==> src/rtl/countdown_timer_8bit.sv <==
// Programmable down-counter with start/stop/resume, optional auto-reload and
// a registered terminal-tick pulse.
//
// state   | meaning
// --------+-----------------------------------------------------------
// IDLE    | waiting for a command; count held (fresh load or paused)
// RUN     | counting down on enabled ticks
// EXPIRED | reached zero without auto-reload; waits for start or load
module countdown_timer_8bit #(
  parameter int WIDTH = 8
) (
  input  logic             i_clk,
  input  logic             i_reset_n,
  input  logic             i_en,
  input  logic             i_load,
  input  logic [WIDTH-1:0] i_load_value,
  input  logic             i_start,
  input  logic             i_stop,
  input  logic             i_auto_reload,
  output logic [WIDTH-1:0] o_count,
  output logic             o_busy,
  output logic             o_expired,
  output logic             o_done
);

  typedef enum logic [1:0] {
    S_IDLE    = 2'd0,
    S_RUN     = 2'd1,
    S_EXPIRED = 2'd2
  } state_t;

  state_t           state_q, state_d;
  logic [WIDTH-1:0] count_q, count_d;
  logic [WIDTH-1:0] reload_q, reload_d;
  logic             done_q, done_d;

  always_ff @(posedge i_clk or negedge i_reset_n) begin
    if (!i_reset_n) begin
      state_q  <= S_IDLE;
      count_q  <= '0;
      reload_q <= '0;
      done_q   <= 1'b0;
    end else begin
      state_q  <= state_d;
      count_q  <= count_d;
      reload_q <= reload_d;
      done_q   <= done_d;
    end
  end

  // Stop outranks start in every state, so a stop in IDLE/EXPIRED masks a start.
  always_comb begin
    state_d  = state_q;
    count_d  = count_q;
    reload_d = reload_q;
    done_d   = 1'b0;

    if (i_load) begin
      count_d  = i_load_value;
      reload_d = i_load_value;
      state_d  = S_IDLE;
    end else begin
      case (state_q)
        S_IDLE: begin
          if (!i_stop && i_start) begin
            if (count_q != '0) begin
              state_d = S_RUN;
            end else begin
              state_d = S_EXPIRED;
              done_d  = 1'b1;
            end
          end
        end
        S_RUN: begin
          if (i_stop) begin
            state_d = S_IDLE;
          end else if (i_en) begin
            if (count_q > WIDTH'(1)) begin
              count_d = count_q - WIDTH'(1);
            end else if (count_q == WIDTH'(1)) begin
              done_d = 1'b1;
              if (i_auto_reload) begin
                count_d = reload_q;
              end else begin
                count_d = '0;
                state_d = S_EXPIRED;
              end
            end
          end
        end
        S_EXPIRED: begin
          if (!i_stop && i_start) begin
            if (reload_q != '0) begin
              count_d = reload_q;
              state_d = S_RUN;
            end else begin
              done_d = 1'b1;
            end
          end
        end
        default: state_d = S_IDLE;
      endcase
    end
  end

  assign o_count   = count_q;
  assign o_busy    = (state_q == S_RUN);
  assign o_expired = (state_q == S_EXPIRED);
  assign o_done    = done_q;

endmodule

==> config.mk <==
export PLATFORM = sky130hd
export DESIGN_NAME = countdown_timer_8bit
export DESIGN_NICKNAME = d
export VERILOG_FILES = /design/src/rtl/countdown_timer_8bit.sv
export SDC_FILE = /design/constraint.sdc
export NUM_CORES = 1
export LEC_CHECK = 0
export ABC_AREA = 1
export CAP_MARGIN = 20
export CORE_MARGIN = 2
export CORE_UTILIZATION = 56
export DETAILED_ROUTE_END_ITERATION = 16
export HOLD_SLACK_MARGIN = 0.06
export PLACE_DENSITY = 0.85
export SYNTH_ARGS = -nofsm -noshare
export SYNTH_HDL_FRONTEND = slang
export SYNTH_SLANG_ARGS = --single-unit
==> constraint.sdc <==
create_clock -name i_clk -period 4.93 [get_ports i_clk]
set_clock_uncertainty 0.1 [all_clocks]
set_input_delay 0.986 -clock i_clk [delete_from_list [all_inputs] [get_ports i_clk]]
set_output_delay 0.986 -clock i_clk [all_outputs]
set_load 0.005 [all_outputs]
==> run summary, run 1 <==
Final Hold Viols - 0
RSZ-0062 raised after global routing - false
Worst Reg-to-Reg Cells - 10
Synth-to-Final Area Change - 20.9%
Crit Path Max Fanout - 28
Top-area cell type share of the netlist area - 34.4%
Final TNS setup - 0 ns
Final Hold Slack - 0.460 ns
EDFF count, synth - 0
DRC Markers - 0
# nets final - 254
CP Data Arrival Time - 2.81 ns
Ys async rst share - 100%
H-tree depth - 1
Flops & latches, synth - 19
Root buffer cell - clkbuf_4
Critical path class - in -> reg
DIE AREA - 2880 µm²
Initial antenna violation count - 0
Total CTS buffers - 3
Hold buffers post-CTS - 0
Cells after Synth - 210
Worst Setup End Kind - flip-flop
Worst-margin pin slew - 0.890 ns
Pre-antenna DRT Iters - 4
MaxCap Viol Count - 0
ANT nets after route - 0
Worst slew margin - 40.5%
# rows - 17
IO Count - 26
Via Count - 1,406
Worst r2r src - o_count[0]$_DFFE_PN0P_
Post-Syn Nets - 228
Multi-input logic area - 764 µm²
Post-synthesis cell type count - 22
Worst skew pair latency - 0.31 ns
P_leak - 0.861 nW
DIE WIDTH - 53.7 µm
Hold EP - reload_q[6]$_DFFE_PN0P_
HP Start - reload_q[6]$_DFFE_PN0P_
VDD IR max - 0.000386 V
Reg clk slew, reported paths - 0.11 ns
Share of cells above drive strength 1 - 10.2%
PortBufs - 25
Slew Limit Fails - 0
Largest net degree at the start of global routing - 29
CTS sink count - 19
Fin cells - 263
Synth Flop Type - dfrtp_1
Synth area leader - dfrtp_1
DPL Wire Length - 2670 µm
Cell Pwr Density - 474 nW/µm²
Post-layout min period - 2.71 ns
Antenna diode count - 0
Final period util - 54.9%
CP Data Required Time - 5.04 ns
Die H - 53.7 µm
Synth top area cells - dfrtp_1, nand2_1, nand3_1
Initial Utilization - 60.7%
Post-cts resize count - 0
CTS tree - done
Initial DRC Count - 71
Startpoint types - primary input
Critical R2R Capture - o_count[3]$_DFFE_PN0P_
Reg2reg setup slack - 3.03 ns
First-pass GRT wire length - 5520 µm
Number of global-route vias before repair - 1,273
Total power - 0.791 mW
Overall global routing resource usage - 26.9%
GP Congestion - 0.951
Final WL - 3340 µm
Cell Area, Synth - 1380 µm²
Core area - 2280 µm²
Total gr overflow - 0
FF/Latch Area - 475 µm²
Synth Area per Inst - 6.58 µm²
Post-synthesis sequential area ratio - 34.4%
Post-route core utilization - 73.4%
Routed len/inst - 12.7 µm
Hold WC Path Type - reg -> reg
Worst Hold Depth - 2
Syn. warnings - 0
Post-CTS setup buffer count - 0
Cell count after placement - 259
Fillers - 187
Status - finished clean
Max Buffers Root-to-Sink - 2
Max Clock Freq - 370 MHz
Final Setup Violations - 0
Via density per instance - 5.35
## how the worst max path moves through the flow
| stage | startpoint | endpoint | slack, ns | cells past startpoint |
|---|---|---|---|---|
| 2_1_floorplan | i_load | o_count[6]$_DFFE_PN0P_ | 2.96 | 7 |
| 3_3_place_gp | i_load | o_count[6]$_DFFE_PN0P_ | 2.03 | 7 |
| 3_5_place_dp | i_load | o_count[3]$_DFFE_PN0P_ | 1.93 | 7 |
| 4_1_cts | i_load | o_count[3]$_DFFE_PN0P_ | 2.26 | 7 |
| 5_1_grt | i_load | o_count[3]$_DFFE_PN0P_ | 2.08 | 7 |
| 6_report | i_load | o_count[3]$_DFFE_PN0P_ | 2.22 | 7 |
## layer usage
| layer | track usage [%] | part of all wire (%) |
|---|---|---|
| met1 | 34.6 | 43 |
| met2 | 45.9 | 49 |
| met3 | 4.17 | 6.7 |
| met4 | 8.55 | 1.5 |
| met5 | 0 | 0 |
## sequential cells by signal, summed over array words and instances, names as in the netlist
| register | count |
|---|---|
| o_done | 1 |
| reload_q | 8 |
| o_count | 8 |
| state_q | 2 |
## area by class of cell
cell class / count / share of cell area [%]
clock buffers: 3 / 1.35
clock inverters: 1 / 0.300
inverters: 30 / 7.04
multi-input cells: 157 / 45.8
repair buffers: 25 / 15.0
well taps: 28 / 2.10
flip-flops and latches: 19 / 28.5
## synth_stat cells, types with 3 or more instances
cell type and number:
inv_2 3, nor2_4 4, xor2_1 4, nor2_1 26, ha_1 3, nand2_2 5
nand2_1 61, inv_1 26, nor2_2 5, dfrtp_1 19, nand3_1 31, o21ai_0 11
## cell families (layout without fill, tap and decap cells)
| family | after synthesis | count (layout) | share of synthesized area, % |
|---|---|---|---|
| buffers and inverters | 34 | 59 | 10.2 |
| AO/OA/AOI/OAI | 13 | 13 | 4.89 |
| flip-flops | 19 | 19 | 34.4 |
| AND/OR/NAND/NOR | 137 | 137 | 45.2 |
| adder cells (fa/ha/maj) | 3 | 3 | 2.72 |
| XOR/XNOR | 4 | 4 | 2.54 |
## power by group
group	leakage, nW	switching (mW)	internal, mW
combinational	0.608	0.258	0.191
sequential	0.236	0.0608	0.199
clock	0.0177	0.0517	0.0303
## worst max-delay path, cell delays in order
cell             delay (ns)
clkdlybuf4s50_1        0.82
nor2_2                 0.51
nand2_2                0.13
nand2_4                0.14
inv_6                  0.06
nand2_1                0.08
nand2_1                0.07
## metrics by stage
step	setup slack [ns]	cell area, µm²
6_report	2.22	1670
5_1_grt	2.08	1670
4_1_cts	2.26	1670
3_5_place_dp	1.93	1640
3_3_place_gp	2.03	1640
2_1_floorplan	2.96	1380
## layout by cell type, fill, tap and decap left out, types with 2 or more instances in the layout
master           synthesis  routed
dfrtp_1                 19      19
nand2_2                  5       5
nor3_1                   2       2
nand3_1                 31      31
inv_1                   26      26
nor2_1                  26      26
o21ai_0                 11      11
nand2_1                 61      61
inv_2                    3       3
clkdlybuf4s50_1          0      25
ha_1                     3       3
nor2_4                   4       4
nor2_2                   5       5
xor2_1                   4       4
clkbuf_4                 0       3
Note: power is estimated with default switching activity, not from simulation.
==> run 2, diff against run 1 <==
--- a/config.mk
+++ b/config.mk
@@ -8,10 +8,10 @@
 export ABC_AREA = 1
 export CAP_MARGIN = 20
 export CORE_MARGIN = 2
-export CORE_UTILIZATION = 56
+export CORE_UTILIZATION = 47
 export DETAILED_ROUTE_END_ITERATION = 16
 export HOLD_SLACK_MARGIN = 0.06
-export PLACE_DENSITY = 0.85
+export PLACE_DENSITY = 0.76
 export SYNTH_ARGS = -nofsm -noshare
 export SYNTH_HDL_FRONTEND = slang
 export SYNTH_SLANG_ARGS = --single-unit
==> constraint.sdc (replaced) <==
create_clock -name i_clk -period 2.17 [get_ports i_clk]
set_clock_uncertainty 0.1 [all_clocks]
set_input_delay 0.434 -clock i_clk [delete_from_list [all_inputs] [get_ports i_clk]]
set_output_delay 0.434 -clock i_clk [all_outputs]
set_load 0.005 [all_outputs]
==> run 2 against run 1 <==
Via count is 6.3% lower. Worst setup slack worse by 2.1 ns. Final cell count is 2.3% higher. Global-route usage is 6.3 points lower. Routed wire length is 10% lower. Power is 120% higher. Sequential power is 120% higher. Critical path depth is 4 lower.
==> run summary, run 2 (same netlist as run 1, synthesis figures left out) <==
Status - finished clean
Worst skew pair latency - 0.29 ns (-0.02 ns)
Number of global-route vias before repair - 1,241 (-2.5%)
RSZ-0062 raised after global routing - false
CTS tree - done
Startpoint types - flip-flop
Critical path class - reg -> out
P_leak - 0.873 nW (+1.4%)
Initial Utilization - 49.7% (-11 points)
Hold WC Path Type - in -> async
Total gr overflow - 0 (unchanged)
Reg2reg setup slack - 0.37 ns (-2.66 ns)
CP bufs+invs - 2 (unchanged)
Cell Pwr Density - 1030 nW/µm² (+120%)
Initial DRC Count - 54 (-24%)
CTS sink count - 19 (unchanged)
Via density per instance - 4.90 (-8.3%)
Post-cts resize count - 0 (unchanged)
Critical R2R Capture - o_count[3]$_DFFE_PN0P_
PortBufs - 25 (unchanged)
Share of cells above drive strength 1 - 10.9% (+0.71 points)
Total CTS buffers - 3 (unchanged)
Worst-margin pin slew - 0.341 ns (-0.549 ns)
DRC Markers - 0 (unchanged)
Reg clk slew, reported paths - 0.11 ns (about the same)
Pre-antenna DRT Iters - 4 (unchanged)
Commonest non-fill, non-tap cell in the layout - nand2_1
CP Data Required Time - 1.64 ns (-3.40 ns)
Overall global routing resource usage - 20.5% (-6.3 points)
Worst Reg-to-Reg Cells - 10 (unchanged)
Slew Limit Fails - 0 (unchanged)
DIE WIDTH - 58.2 µm (+8.5%)
Worst r2r src - o_count[0]$_DFFE_PN0P_
Post-CTS setup buffer count - 0 (unchanged)
Worst path slowest cell - clkdlybuf4s50_1
CP Data Arrival Time - 1.50 ns (-1.31 ns)
Critical path cell sequence - inv_2, nor2_4, clkdlybuf4s50_1
Post-route core utilization - 61.0% (-12 points)
Delay of the slowest critical-path stage - 0.52 ns (-0.30 ns)
IO Count - 26 (unchanged)
Final TNS setup - 0 ns (unchanged)
ANT nets after route - 0 (unchanged)
VDD IR max - 0.000898 V (+130%)
Initial antenna violation count - 0 (unchanged)
GP Congestion - 0.863 (-9.3%)
DPL Wire Length - 2430 µm (-9.1%)
H-tree depth - 1 (unchanged)
# rows - 19 (+2)
Crit Path Max Fanout - 4 (-86%)
First-pass GRT wire length - 5240 µm (-5.1%)
Final period util - 93.6%
# nets final - 257 (+1.2%)
Hold buffers post-CTS - 0 (unchanged)
Final WL - 3000 µm (-10%)
DIE AREA - 3390 µm² (+18%)
Top cell family by delay on the critical path - buffers and inverters
Post-layout min period - 2.03 ns
Routed len/inst - 11.1 µm (-12%)
Most frequent cells in the layout - nand2_1, nand3_1, inv_1, nor2_1, clkdlybuf4s50_1
Synth-to-Final Area Change - 22.7%
Via Count - 1,318 (-6.3%)
Largest net degree at the start of global routing - 26 (-10%)
Max Clock Freq - 492 MHz
Final Setup Violations - 0 (unchanged)
MaxCap Viol Count - 0 (unchanged)
Worst Setup End Kind - primary output
Antenna diode count - 0 (unchanged)
Die H - 58.2 µm (+8.5%)
Final Hold Viols - 0 (unchanged)
Root buffer cell - clkbuf_4
Max Buffers Root-to-Sink - 2 (unchanged)
Worst slew margin - 77.2% (+37 points)
Core area - 2780 µm² (+22%)
run 2: changes by cell type in the layout (fill, tap and decap cells not counted):
| cell | before | now |
|---|---|---|
| buf_4 | 0 | 3 |
| clkbuf_1 | 0 | 1 |
| clkinv_2 | 1 | 0 |
run 2: layout make-up:
class,instances,area [µm²]
clock buffer,4,26.3
fill,273,1090
inverter,30,118
multi-input combinational,157,764
sequential,19,475
tap,31,38.8
timing repair buffer,28,273
run 2: stage by stage:
stage	instances	setup WS (ns)	total power, mW	instance area [µm²]	hold WS [ns]
floorplan	210	0.557	1.22	1380	0.0384
finish	269	0.139	1.74	1700	0.365
CTS	269	0.121	1.76	1700	0.370
detailed placement	265	0.243	1.57	1670	0.429
global placement	265	0.254	1.57	1670	0.421
global route	269	0.0409	1.93	1700	0.379
run 2: where the power goes:
group          internal (mW)  switching, mW
Clock                 0.0715          0.108
Combinational          0.439          0.544
Sequential             0.452          0.129
run 2: how the worst max path moves through the flow:
stage / cells after the start / endpoint / start
finish: 3 / o_expired / state_q[1]$_DFFE_PN0P_
global route: 3 / o_expired / state_q[1]$_DFFE_PN0P_
CTS: 3 / o_expired / state_q[1]$_DFFE_PN0P_
detailed placement: 7 / o_count[7]$_DFFE_PN0P_ / i_load
global placement: 7 / o_count[7]$_DFFE_PN0P_ / i_load
floorplan: 11 / o_count[6]$_DFFE_PN0P_ / o_count[0]$_DFFE_PN0P_
run 2: metal layers:
| metal | part of all wire [%] | GRT usage [%] | vias to the layer above |
|---|---|---|---|
| met5 | 0 | 0 | - |
| met4 | 3.5 | 11.3 | 0 |
| met3 | 2.7 | 2.01 | 10 |
| met2 | 47 | 33.8 | 28 |
| met1 | 47 | 26.5 | 575 |
| li1 | - | - | 705 |
==> run 3, diff against run 2 <==
--- a/config.mk
+++ b/config.mk
@@ -10,7 +10,6 @@
 export CORE_MARGIN = 2
 export CORE_UTILIZATION = 47
 export DETAILED_ROUTE_END_ITERATION = 16
-export HOLD_SLACK_MARGIN = 0.06
 export PLACE_DENSITY = 0.76
 export SYNTH_ARGS = -nofsm -noshare
 export SYNTH_HDL_FRONTEND = slang
==> results of run 3 <==
No change in the layout: final DEF, timing and power equal those of run 2.
